## config.mk

```make
export PLATFORM = sky130hd
export DESIGN_NAME = sys_ctrl
export DESIGN_NICKNAME = d
export VERILOG_FILES = /design/src/rtl/sys_ctrl.sv
export SDC_FILE = /design/constraint.sdc
export NUM_CORES = 1
export LEC_CHECK = 0
export ABC_AREA = 0
export CAP_MARGIN = 20
export CORE_ASPECT_RATIO = 1.75
export CORE_MARGIN = 2
export CORE_UTILIZATION = 33
export DETAILED_ROUTE_END_ITERATION = 7
export PLACE_DENSITY_LB_ADDON = 0.15
export SYNTH_ARGS = -nofsm -noshare
export SYNTH_HDL_FRONTEND = slang
export SYNTH_SLANG_ARGS = --single-unit
```

## constraint.sdc

```tcl
create_clock -name clk -period 2.45 [get_ports clk]
set_clock_uncertainty 0.15 [all_clocks]
set_input_delay 0.6125 -clock clk [delete_from_list [all_inputs] [get_ports clk]]
set_output_delay 0.6125 -clock clk [all_outputs]
set_load 0.02 [all_outputs]
```

## src/rtl/sys_ctrl.sv

```systemverilog
// sys_ctrl: UART command sequencer driving the register file and ALU, returning results over TX.
// Ports: clk/reset_n; rx_data_in/rx_valid_in (command bytes); tx_data_out/tx_valid_out/tx_ready_in
// (result bytes); rf_* (reg-file write/read pulses, address, data); alu_* (op pulse, function,
// result); busy_out (not IDLE); err_out (bad command, dropped byte or timeout).
module sys_ctrl #(
  parameter int WIDTH   = 8,
  parameter int ADDR    = 4,
  parameter int TIMEOUT = 255
) (
  input  logic               clk,
  input  logic               reset_n,
  input  logic [WIDTH-1:0]   rx_data_in,
  input  logic               rx_valid_in,
  output logic [WIDTH-1:0]   tx_data_out,
  output logic               tx_valid_out,
  input  logic               tx_ready_in,
  output logic               rf_wr_en_out,
  output logic               rf_rd_en_out,
  output logic [ADDR-1:0]    rf_addr_out,
  output logic [WIDTH-1:0]   rf_wr_data_out,
  input  logic [WIDTH-1:0]   rf_rd_data_in,
  input  logic               rf_rd_valid_in,
  output logic               alu_en_out,
  output logic [3:0]         alu_fun_out,
  input  logic [2*WIDTH-1:0] alu_result_in,
  input  logic               alu_valid_in,
  output logic               busy_out,
  output logic               err_out
);
  localparam int CW = $clog2(TIMEOUT + 1);
  localparam logic [CW-1:0] TLIM = CW'(TIMEOUT - 1);
  localparam logic [WIDTH-1:0] CMD_WR = WIDTH'(8'hAA);
  localparam logic [WIDTH-1:0] CMD_RD = WIDTH'(8'hBB);
  localparam logic [WIDTH-1:0] CMD_OP = WIDTH'(8'hCC);
  localparam logic [WIDTH-1:0] CMD_RUN = WIDTH'(8'hDD);
  typedef enum logic [3:0] {
    IDLE, WR_ADDR, WR_DATA, RD_ADDR, RD_WAIT, OP_A, OP_B, OP_FUN, ALU_WAIT, TX_LO, TX_HI
  } state_t;
  state_t state_q, state_d;
  logic [CW-1:0] cnt_q, cnt_d;
  logic [2*WIDTH-1:0] res_q, res_d;
  logic is_alu_q, is_alu_d;
  logic [WIDTH-1:0] tx_data_q, tx_data_d, wr_data_q, wr_data_d;
  logic [ADDR-1:0] addr_q, addr_d;
  logic [3:0] fun_q, fun_d;
  logic tx_valid_q, tx_valid_d, wr_en_q, wr_en_d, rd_en_q, rd_en_d;
  logic alu_en_q, alu_en_d, busy_q, busy_d, err_q, err_d, tx_acc;
  assign tx_acc = tx_valid_q && tx_ready_in;
  always_comb begin
    state_d = state_q;
    cnt_d = cnt_q;
    res_d = res_q;
    is_alu_d = is_alu_q;
    tx_data_d = tx_data_q;
    tx_valid_d = 1'b0;
    wr_en_d = 1'b0;
    rd_en_d = 1'b0;
    addr_d = addr_q;
    wr_data_d = wr_data_q;
    alu_en_d = 1'b0;
    fun_d = fun_q;
    err_d = 1'b0;
    case (state_q)
      IDLE: if (rx_valid_in) begin
        state_d = rx_data_in == CMD_WR  ? WR_ADDR :
                  rx_data_in == CMD_RD  ? RD_ADDR :
                  rx_data_in == CMD_OP  ? OP_A    :
                  rx_data_in == CMD_RUN ? OP_FUN  : IDLE;
        err_d = !(rx_data_in inside {CMD_WR, CMD_RD, CMD_OP, CMD_RUN});
      end
      WR_ADDR: if (rx_valid_in) begin
        addr_d = rx_data_in[ADDR-1:0];
        state_d = WR_DATA;
      end
      WR_DATA: if (rx_valid_in) begin
        wr_data_d = rx_data_in;
        wr_en_d = 1'b1;
        state_d = IDLE;
      end
      RD_ADDR: if (rx_valid_in) begin
        addr_d = rx_data_in[ADDR-1:0];
        rd_en_d = 1'b1;
        cnt_d = '0;
        is_alu_d = 1'b0;
        state_d = RD_WAIT;
      end
      OP_A: if (rx_valid_in) begin
        addr_d = '0;
        wr_data_d = rx_data_in;
        wr_en_d = 1'b1;
        state_d = OP_B;
      end
      OP_B: if (rx_valid_in) begin
        addr_d = ADDR'(1);
        wr_data_d = rx_data_in;
        wr_en_d = 1'b1;
        state_d = OP_FUN;
      end
      OP_FUN: if (rx_valid_in) begin
        fun_d = rx_data_in[3:0];
        alu_en_d = 1'b1;
        cnt_d = '0;
        is_alu_d = 1'b1;
        state_d = ALU_WAIT;
      end
      RD_WAIT, ALU_WAIT: begin
        err_d = rx_valid_in;
        if (state_q == RD_WAIT ? rf_rd_valid_in : alu_valid_in) begin
          res_d = state_q == RD_WAIT ? {{WIDTH{1'b0}}, rf_rd_data_in} : alu_result_in;
          state_d = TX_LO;
        end else if (cnt_q == TLIM) begin
          err_d = 1'b1;
          state_d = IDLE;
        end else begin
          cnt_d = cnt_q + 1'b1;
        end
      end
      TX_LO: begin
        err_d = rx_valid_in;
        // An accepted low byte of an ALU result chains straight into the high byte with no bubble.
        tx_valid_d = !tx_acc || is_alu_q;
        tx_data_d = tx_acc ? res_q[2*WIDTH-1:WIDTH] : res_q[WIDTH-1:0];
        state_d = tx_acc ? (is_alu_q ? TX_HI : IDLE) : TX_LO;
      end
      TX_HI: begin
        err_d = rx_valid_in;
        tx_valid_d = !tx_acc;
        tx_data_d = res_q[2*WIDTH-1:WIDTH];
        state_d = tx_acc ? IDLE : TX_HI;
      end
      default: state_d = IDLE;
    endcase
    fun_d = state_d == IDLE ? 4'd0 : fun_d;
    busy_d = state_d != IDLE;
  end
  always_ff @(posedge clk or negedge reset_n) begin
    if (!reset_n) begin
      state_q <= IDLE;
      cnt_q <= '0;
      res_q <= '0;
      is_alu_q <= 1'b0;
      tx_data_q <= '0;
      tx_valid_q <= 1'b0;
      wr_en_q <= 1'b0;
      rd_en_q <= 1'b0;
      addr_q <= '0;
      wr_data_q <= '0;
      alu_en_q <= 1'b0;
      fun_q <= '0;
      busy_q <= 1'b0;
      err_q <= 1'b0;
    end else begin
      state_q <= state_d;
      cnt_q <= cnt_d;
      res_q <= res_d;
      is_alu_q <= is_alu_d;
      tx_data_q <= tx_data_d;
      tx_valid_q <= tx_valid_d;
      wr_en_q <= wr_en_d;
      rd_en_q <= rd_en_d;
      addr_q <= addr_d;
      wr_data_q <= wr_data_d;
      alu_en_q <= alu_en_d;
      fun_q <= fun_d;
      busy_q <= busy_d;
      err_q <= err_d;
    end
  end
  assign tx_data_out = tx_data_q;
  assign tx_valid_out = tx_valid_q;
  assign rf_wr_en_out = wr_en_q;
  assign rf_rd_en_out = rd_en_q;
  assign rf_addr_out = addr_q;
  assign rf_wr_data_out = wr_data_q;
  assign alu_en_out = alu_en_q;
  assign alu_fun_out = fun_q;
  assign busy_out = busy_q;
  assign err_out = err_q;
endmodule

```

---- After elaboration in Yosys (flattened, before gate mapping) ----
Index checks and enable logic that the tools add are counted.
word-level totals
  memory bits (read-only) ................. 0
  bits of input ports ..................... 38
  bits in latches ......................... 0
  bits in registers ....................... 59
  word-level logic and storage cells ...... 106
  memory bits (writable) .................. 0
  output and inout port bits .............. 30
  memories kept ........................... 0
cells by class
  divide/modulo/power cells ............... 0
  equal/unequal tests ..................... 23
  shift operators ......................... 0
  $mul .................................... 0
  bitwise logic cells ..................... 0
  add/subtract/negate cells ............... 1
  order comparisons ....................... 0
  muxes and demuxes ....................... 43
  reductions and logical operators ........ 25
operators by type and width
  operator                                                                  count
  4-bit 2-to-1 mux                                                          17
  8-bit equality test (second input constant)                               5
  4-bit case mux with 10 select lines                                       1
  8-bit 2-to-1 mux                                                          4
  8-bit case mux with 2 select lines                                        2
  4-bit by 3-bit equality test with 1-bit output (second input constant)    4
  16-bit 2-to-1 mux                                                         1
  4-bit equality test (second input constant)                               3
  3-bit 2-to-1 mux                                                          4
  2-bit inequality test (second input constant)                             6
  4-bit case mux with 3 select lines                                        1
  1-bit 2-to-1 mux                                                          10
  2-bit nonzero test                                                        5
  8-bit by 1-bit adder with 8-bit output (second input constant)            1
  4-bit by 2-bit equality test with 1-bit output (second input constant)    2
  4-bit zero test                                                           2
  4-bit AND reduction                                                       2
  4-bit nonzero test                                                        2
  2-bit OR reduction                                                        4
  2-bit AND reduction                                                       3
  4-bit by 1-bit equality test with 1-bit output (second input constant)    1
  2-bit by 1-bit inequality test with 1-bit output (second input constant)  2
  1-bit case mux with 2 select lines                                        2
  1-bit case mux with 3 select lines                                        1
  other kinds (6)                                                           7

---- Longest topological paths before layout ----
Gate-level depths: netlist of run 1.
  depth in word-level cells ............... 10
  mapped depth ............................ 8
  gate-level depth less buffers ........... 7

---- Worst setup path before layout of run 1 ----
No wires, ideal clock.
  kind .................................... flip-flop to flip-flop
  start point ............................. register state_q[2]
  end point ............................... register fun_q[0], in the netlist alu_fun_out[0]
  stages on the path, launching flop included .. 9
  data required time ...................... 2.164 ns
  arrival ................................. 1.821 ns
  period minus slack after synthesis ...... 2.107 ns
  library setup time ...................... 0.136 ns
  setup slack ............................. 0.343 ns
  path buffers ............................ 3
  path through ............................ dfrtp_1 -> buf_6 -> nor2b_4 -> buf_6 -> and4_4 -> buf_6 -> or4_4 -> a2111oi_4 -> a21oi_1
between the ends
  longest elaborated chain between the ends .. 7
  elaborated cells between the ends (all ways) .. 28
  classes of those cells .................. eq/ne: 10; mux: 12; reduce/logical: 6
RTL lines
  item                                            RTL line  RTL
  start: declaration                              39        state_t state_q, state_d;
  start signal: assignment                        153       state_q <= state_d;
  4-bit by 3-bit equality test with 1-bit output  63, 108
  1-bit 2-to-1 mux                                108       if (state_q == RD_WAIT ? rf_rd_valid_in : alu_valid_in) begin
  4-bit 2-to-1 mux                                108
  4-bit case mux with 10 select lines *           63        case (state_q)
  net state_d[3]                                  39
  4-bit zero test *                               133       fun_d = state_d == IDLE ? 4'd0 : fun_d;
  2-bit nonzero test (no line)                    -
  2-bit AND reduction (no line)                   -
  end signal: assignment                          164       fun_q <= fun_d;
  end: declaration                                45        logic [3:0] fun_q, fun_d;
The timed path passes the listed nets; every way through them passes the cells marked *.
A chain may end at the register's enable or synchronous reset.

---- Final worst setup path of run 1 ----
  start point ............................. register state_q[3]
  end point ............................... register fun_q[1], in the netlist alu_fun_out[1]
The elaborated chain is that of the path after synthesis.

==> results of run 1 <==
-- what timing repair did --
item                                    in CTS  in global routing
endpoints found under the setup margin       0                  2
setup buffers                                0                  0
gates resized for setup                      0                  3
-- worst max path at each step --
stage,slack [ns],end,startpoint,cells after the start
global placement,-0.25,alu_fun_out[1],tx_ready_in,6
floorplan,0.34,alu_fun_out[0],state_q[2],8
global route,0.03,alu_fun_out[2],cnt_q[0],7
CTS,0.05,alu_fun_out[1],tx_ready_in,6
detailed placement,-0.31,alu_fun_out[1],tx_ready_in,6
finish,0.11,alu_fun_out[1],state_q[3],5
-- power by group through the flow --
stage / registers, W / clock network, W / logic (W)
after CTS: 0.00160 / 0.00114 / 0.00207
after detailed placement: 0.00161 / 0 / 0.00206
after global routing: 0.00164 / 0.00118 / 0.00226
after global placement: 0.00160 / 0 / 0.00204
final: 0.00160 / 0.00110 / 0.00205
after floorplan: 0.00178 / 0 / 0.00100
-- flip-flops by register name, summed over array words and instances, names as in the netlist --
name	count
err_out	1
res_q	16
state_q	4
busy_out	1
tx_data_out	8
rf_wr_data_out	8
rf_wr_en_out	1
rf_rd_en_out	1
alu_en_out	1
rf_addr_out	4
cnt_q	8
is_alu_q	1
alu_fun_out	4
tx_valid_out	1
-- Yosys cell counts (2+ instances only) --
library cell / instances
nand4_1: 3
nor3b_1: 3
xnor2_1: 2
mux2_2: 8
dfrtp_1: 59
nand2b_1: 4
o22a_1: 2
o21a_1: 2
and3_1: 2
o211ai_1: 2
a21oi_1: 33
and2_1: 2
inv_1: 13
o21ai_0: 20
a21o_1: 2
mux2i_1: 12
nand3_1: 19
clkbuf_1: 9
nor4bb_1: 4
nor2b_1: 5
nor2_1: 36
buf_6: 3
o31ai_1: 2
nand2_1: 23
buf_2: 2
nand3b_1: 4
ha_1: 2
xor2_1: 2
-- worst reg2reg max path: cells and delay by family, from the launching register on --
family / cells / cell delay [ns]
DFF: 1 / 0.49
and+or+nand+nor: 2 / 0.75
AOI/OAI and AO/OA: 3 / 0.80
-- final cells by class --
type,count,area [µm²],share of cell area [%]
multi-input combinational,212,1300,31.4
inverter,13,48.8,1.18
tap,117,146,3.53
clock buffer,11,233,5.62
sequential,59,1480,35.6
clock inverter,5,30.0,0.725
timing repair buffer,95,906,21.9
-- metrics by stage --
stage	power, W	std cells	util [%]
6_report	0.00475	512	48.1
5_1_grt	0.00509	512	48.1
4_1_cts	0.00481	512	48.0
3_5_place_dp	0.00367	496	44.9
3_3_place_gp	0.00364	496	44.9
2_1_floorplan	0.00278	298	-
-- per-layer routing --
| metal | GRT usage (%) | part of all wire (%) | vias up |
|---|---|---|---|
| met5 | 0 | 0 | - |
| met4 | 7.04 | 1.8 | 0 |
| met3 | 5.19 | 3.7 | 10 |
| met2 | 29.0 | 56 | 63 |
| met1 | 18.5 | 38 | 1176 |
| li1 | - | - | 1240 |
-- logic make-up after synthesis --
group	count (synthesis)	synth area share, %
simple gates	113	19.9
compound gates	73	15.4
flops	59	51.0
buf+inv	27	4.36
mux	20	7.25
xor+xnor	4	1.21
fa+ha+maj	2	0.863
==> summary.md, run 1 <==
| Metric | Value |
|---|---|
| Classification of the worst-slack hold path | `in2async` |
| H-tree Lvls | `3` |
| Routed via count divided by cell count | `4.86` |
| Combinational power share | `43.1%` |
| Detailed-placement wirelength estimate | `between 5000 and 6000 µm` |
| Internal power component | `between 0.002 and 0.003 W` |
| Diode count | `0` |
| Number of maximum-capacitance violations | `0` |
| Starting density of the core | `about a third` |
| Via count of the routed design | `around 2.5k` |
| Net count of the mapped netlist | `338` |
| R2R cell count | `5` |
| Slack of the worst reg-to-reg path | `~0.11 ns` |
| Total power divided by cell area | `1150 mW/mm²` |
| CTS tree | `yes` |
| Final Cycle Share | `between 90 and 100%` |
| Clock insertion delay at the later pin of the skew report | `between 0.3 and 0.4 ns` |
| Count of state elements after synthesis | `59` |
| Placed standard-cell area | `about 0.0039 mm²` |
| Endpoint of the lowest-slack register-to-register path | `alu_fun_out[1]` |
| Cell row count | `45` |
| Warnings from Yosys | `0` |
| Relative slew slack | `65.4%` |
| Most common flop cell mapped by yosys | `dfrtp_1` |
| Leak pwr | `between 1.5 and 2 nW` |
| Count of boundary I/O pins | `between 60 and 70` |
| Standard cell with the maximum stage delay on the critical path | `or4_4` |
| # port buffers | `67` |
| Outcome | `finished clean` |
| Sequential cell fraction of total power | `33.6%` |
| Detailed Routing Iterations Pass 1 | `6` |
| Worst setup slack after layout | `between 0.1 and 0.15 ns` |
| Top library cells by usage in the layout, fill and taps aside | `clkdlybuf4s50_1, dfrtp_1, nor2_1, a21oi_1, buf_4` |
| Biggest area contributors in the synthesized netlist | `dfrtp_1, a21oi_1, nor2_1` |
| Die height | `128 µm` |
| Initial antenna violation count | `0` |
| Cell chain of the critical path | `nor4bb_1, a22o_1, or4_4, a2111oi_4, a21oi_1` |
| Async S/R FF share, synth | `100%` |
| Share of post-route cells with drive strength above 1 | `about 15%` |
| Number of nets still failing antenna checks after routing | `0` |
| # hold bufs at CTS | `0` |
| Crit. End Element | `register` |
| Clock buffers created by TritonCTS | `9` |
| Floorplan Core Area | `0.00861 mm²` |
| CP Launch Type | `register` |
| Largest driver fanout on the critical path | `9` |
| Sink Count | `between 50 and 60` |
| Final RePlAce weighted congestion | `between 0.7 and 0.8` |
| Number of synthesized flops with an enable pin | `0` |
| Clock transition at path regs | `~0.050 ns` |
| VDD IR max | `0.589 mV` |
| First-iteration detailed-routing DRC count | `130` |
| Top cell type by total area after synthesis | `dfrtp_1` |
| Unrepaired setup endpoints after global routing | `no` |
| Congestion Overflow GR | `0` |
| CP peak stage delay | `approximately 0.53 ns` |
| Worst-margin pin slew | `about 0.51 ns` |
| Setup Viol. Count Final | `0` |
| Total wire length | `~7200 µm` |
| Category of cells accounting for the largest share of critical-path delay | `compound AO/OA/AOI/OAI gates` |
| Pre-CTS setup slack | `-0.312 ns` |
| Setup TNS Final | `0 ns` |
| Net switching share of the total power | `a little under two fifths` |
| Combined global-route utilization of all metal layers | `between 15 and 20%` |
| Share of synthesized area occupied by flip-flops and latches | `between 50% and 60%` |
| Number of DRC violations after detailed routing | `0` |
| Synthesized area per cell | `slightly below 10 µm²` |
| Vias in the first global route | `~2.5k` |
| Worst Hold Margin | `between 0.1 and 0.15 ns` |
| Most common library cell in the layout ignoring fill and taps | `clkdlybuf4s50_1` |
| Final hold viol count | `0` |
| Power spent charging and discharging nets | `between 0.0015 and 0.002 W` |
| Max-slew violations | `0` |
| Largest net degree at the start of global routing | `60` |
| WL per Instance | `approximately 14 µm` |
| CTS root buffer | `clkbuf_16` |
| Category of the most critical setup path | `reg2reg` |
| Portion of synthesized cell area occupied by the leading cell type | `50.9%` |
| Wire length of the first global-routing pass | `between 10000 and 15000 µm` |
| Cell variety after synth | `46` |
| # fillers | `a little over 800` |
| Area overhead of the layout relative to synthesis | `43.0%` |
| Clk network pwr share | `about a quarter` |
| Total Nets Final | `430` |
| Data required time of the worst path | `between 2 and 2.5 ns` |
| Reg2Reg Launch Point | `state_q[3]` |
| WP data arrival | `between 2 and 2.5 ns` |
| Gate count of the mapped netlist | `slightly below 300` |
| Worst path bufs/invs | `0` |
| Post-layout instance area | `approximately 0.0041 mm²` |
| Die Outline Area | `between 0.009 and 0.01 mm²` |
| DIE WIDTH | `around 75 µm` |
| Post-synth design cell area | `0.00290 mm²` |
| Minimum period implied by the final worst setup slack | `~2.3 ns` |
| Maximum clock rate | `428 MHz` |
| Maximum number of buffers from clock root to sink | `2` |
No activity file was read; power rests on OpenSTA's default activity.
==> inputs of run 2 (changes only) <==
--- a/config.mk
+++ b/config.mk
@@ -11,7 +11,7 @@
 export CORE_MARGIN = 2
 export CORE_UTILIZATION = 33
 export DETAILED_ROUTE_END_ITERATION = 7
-export PLACE_DENSITY_LB_ADDON = 0.15
+export PLACE_DENSITY = 0.64
 export SYNTH_ARGS = -nofsm -noshare
 export SYNTH_HDL_FRONTEND = slang
 export SYNTH_SLANG_ARGS = --single-unit
==> run 2 against run 1 <==
Hold slack improved by 0.0029 ns. Fmax is 0.27% higher. Non-clock buffer count rose by 3. Critical path type is now in2reg. Final cell count rose by 0.20%. Clock power shrank 4%. Via count rose by 0.76%. Combinational power rose by 2%.
==> summary.md, run 2 (synthesis gave the netlist of run 1 again) <==
| Metric | Value |
|---|---|
| Share of post-route cells with drive strength above 1 | `15.4% (was 14.9%)` |
| Top library cells by usage in the layout, fill and taps aside | `clkdlybuf4s50_1, dfrtp_1, nor2_1, a21oi_1, buf_4 (unchanged)` |
| Setup TNS Final | `0 ns (unchanged)` |
| Cell chain of the critical path | `clkdlybuf4s50_1, and4_4, or4_4, a2111oi_4, a21oi_1 (was nor4bb_1, a22o_1, or4_4, a2111oi_4, a21oi_1)` |
| H-tree Lvls | `3 (unchanged)` |
| # fillers | `812 (was 826)` |
| Final hold viol count | `0 (unchanged)` |
| Relative slew slack | `62.0% (was 65.4%)` |
| Unrepaired setup endpoints after global routing | `no (unchanged)` |
| Total power divided by cell area | `1150 mW/mm² (about the same)` |
| Combined global-route utilization of all metal layers | `17.1% (was 16.8%)` |
| Maximum number of buffers from clock root to sink | `2 (unchanged)` |
| Routed via count divided by cell count | `4.89 (was 4.86)` |
| Diode count | `0 (unchanged)` |
| Initial antenna violation count | `0 (unchanged)` |
| Reg2Reg Launch Point | `state_q[3] (unchanged)` |
| Worst-margin pin slew | `0.562 ns (was 0.513 ns)` |
| Vias in the first global route | `2507 (was 2517)` |
| # hold bufs at CTS | `0 (unchanged)` |
| CTS tree | `yes (unchanged)` |
| Maximum clock rate | `429 MHz (was 428 MHz)` |
| VDD IR max | `0.608 mV (was 0.589 mV)` |
| Total wire length | `7430 µm (was 7240 µm)` |
| Floorplan Core Area | `0.00861 mm² (unchanged)` |
| Final RePlAce weighted congestion | `0.859 (was 0.792)` |
| Total power after layout | `0.00477 W (was 0.00475 W)` |
| Category of the most critical setup path | `in2reg (was reg2reg)` |
| Crit. End Element | `register (unchanged)` |
| Number of maximum-capacitance violations | `0 (unchanged)` |
| First-iteration detailed-routing DRC count | `156 (was 130)` |
| Total Nets Final | `433 (was 430)` |
| Clock buffers created by TritonCTS | `9 (unchanged)` |
| DIE WIDTH | `74.8 µm (unchanged)` |
| Largest net degree at the start of global routing | `60 (unchanged)` |
| WL per Instance | `14.5 µm (was 14.1 µm)` |
| Area overhead of the layout relative to synthesis | `43.2% (was 43.0%)` |
| Most common library cell in the layout ignoring fill and taps | `clkdlybuf4s50_1 (unchanged)` |
| Setup Viol. Count Final | `0 (unchanged)` |
| Max-slew violations | `0 (unchanged)` |
| Clock insertion delay at the later pin of the skew report | `0.32 ns (was 0.33 ns)` |
| Starting density of the core | `33.6% (unchanged)` |
| Final Cycle Share | `95.2% (was 95.4%)` |
| Detailed-placement wirelength estimate | `5620 µm (was 5450 µm)` |
| Congestion Overflow GR | `0 (unchanged)` |
| WP data arrival | `2.37 ns (was 2.38 ns)` |
| Minimum period implied by the final worst setup slack | `2.33 ns (was 2.34 ns)` |
| Start point of the critical path | `rx_valid_in (was state_q[3])` |
| Die height | `128 µm (unchanged)` |
| Data required time of the worst path | `2.49 ns (about the same)` |
| Final standard cell utilization of the core | `48.2% (was 48.1%)` |
| Count of boundary I/O pins | `68 (unchanged)` |
| Classification of the worst-slack hold path | `in2async (unchanged)` |
| Outcome | `finished clean (unchanged)` |
| Clock transition at path regs | `0.05 ns (about the same)` |
| Category of cells accounting for the largest share of critical-path delay | `simple AND/OR/NAND/NOR gates (was compound AO/OA/AOI/OAI gates)` |
| Detailed Routing Iterations Pass 1 | `4 (was 6)` |
| Wire length of the first global-routing pass | `12200 µm (was 12100 µm)` |
| Leak pwr | `1.82 nW (was 1.81 nW)` |
| Worst path bufs/invs | `1 (was 0)` |
| Sink Count | `59 (unchanged)` |
| Register with the most flip-flops | `res_q (unchanged)` |
| Number of flip-flops under the largest register name | `16 (unchanged)` |
| CTS root buffer | `clkbuf_16 (unchanged)` |
| Standard cell with the maximum stage delay on the critical path | `clkdlybuf4s50_1 (was or4_4)` |
| Cell row count | `45 (unchanged)` |
| Non-Filler Instances | `513 (was 512)` |
| CP Launch Type | `input pin (was register)` |
| # port buffers | `67 (unchanged)` |
| Largest driver fanout on the critical path | `8 (was 9)` |
| Cells after DPL | `499 (was 496)` |
| Number of DRC violations after detailed routing | `0 (unchanged)` |
| Die Outline Area | `0.00958 mm² (unchanged)` |
| Via count of the routed design | `2508 (was 2489)` |
| CP peak stage delay | `0.53 ns (about the same)` |
| Number of nets still failing antenna checks after routing | `0 (unchanged)` |
| Worst Hold Margin | `0.135 ns (was 0.132 ns)` |
==> run 2: cell count changes in the layout (fill, tap and decap cells not counted) <==
cell / change
buf_4: +3
clkbuf_1: -1
clkdlybuf4s50_1: +1
clkinv_2: +1
clkinvlp_4: -2
dlymetal6s2s_1: -1
==> run 2: path summary, 6_finish.rpt <==
| check | end | slack [ns] | depth (start not counted) |
|---|---|---|---|
| setup / recovery | alu_fun_out[0] | 0.12 | 5 |
| hold / removal | rf_wr_data_out[6] | 0.13 | 2 |
| setup reg to reg | alu_fun_out[0] | 0.13 | 5 |
| hold reg to reg | rf_addr_out[0] | 0.33 | 2 |
| max in group asynchronous | cnt_q[5] | 1.74 | 2 |
| min in group clk | rf_addr_out[0] | 0.33 | 2 |
==> run 2: power by group <==
group | internal (W) | switching (W) | total, W
registers | 0.00136 | 0.000246 | 0.00160
logic | 0.000978 | 0.00112 | 0.00210
clock network | 0.000662 | 0.000402 | 0.00106
==> run 2: repair_timing <==
item,in CTS,in global routing
gates resized for setup,0,2
endpoints found under the setup margin,0,5
buffers inserted,0,0
==> run 2: layout make-up <==
class                           instances  area, µm²  share of cell area [%]
Sequential cell                        59       1480                    35.6
Clock buffer                           10        229                    5.52
Tap cell                              117        146                    3.53
Inverter                               13       48.8                    1.18
Multi-Input combinational cell        212       1300                    31.4
Timing Repair Buffer                   98        926                    22.3
Clock inverter                          4       20.0                   0.483
==> run 2: per-stage QoR <==
| stage | area, µm² | setup WS [ns] |
|---|---|---|
| 2_1_floorplan | 2900 | 0.343 |
| 3_3_place_gp | 3890 | -0.259 |
| 3_5_place_dp | 3890 | -0.295 |
| 4_1_cts | 4140 | 0.0245 |
| 5_1_grt | 4150 | 0.0168 |
| 6_report | 4150 | 0.119 |
==> run 2: layer usage <==
metal	vias up	part of all wire [%]	global-route usage, %
li1	1242	-	-
met1	1187	37	18.3
met2	64	56	29.9
met3	15	4.2	5.42
met4	0	2.5	7.25
met5	-	0	0
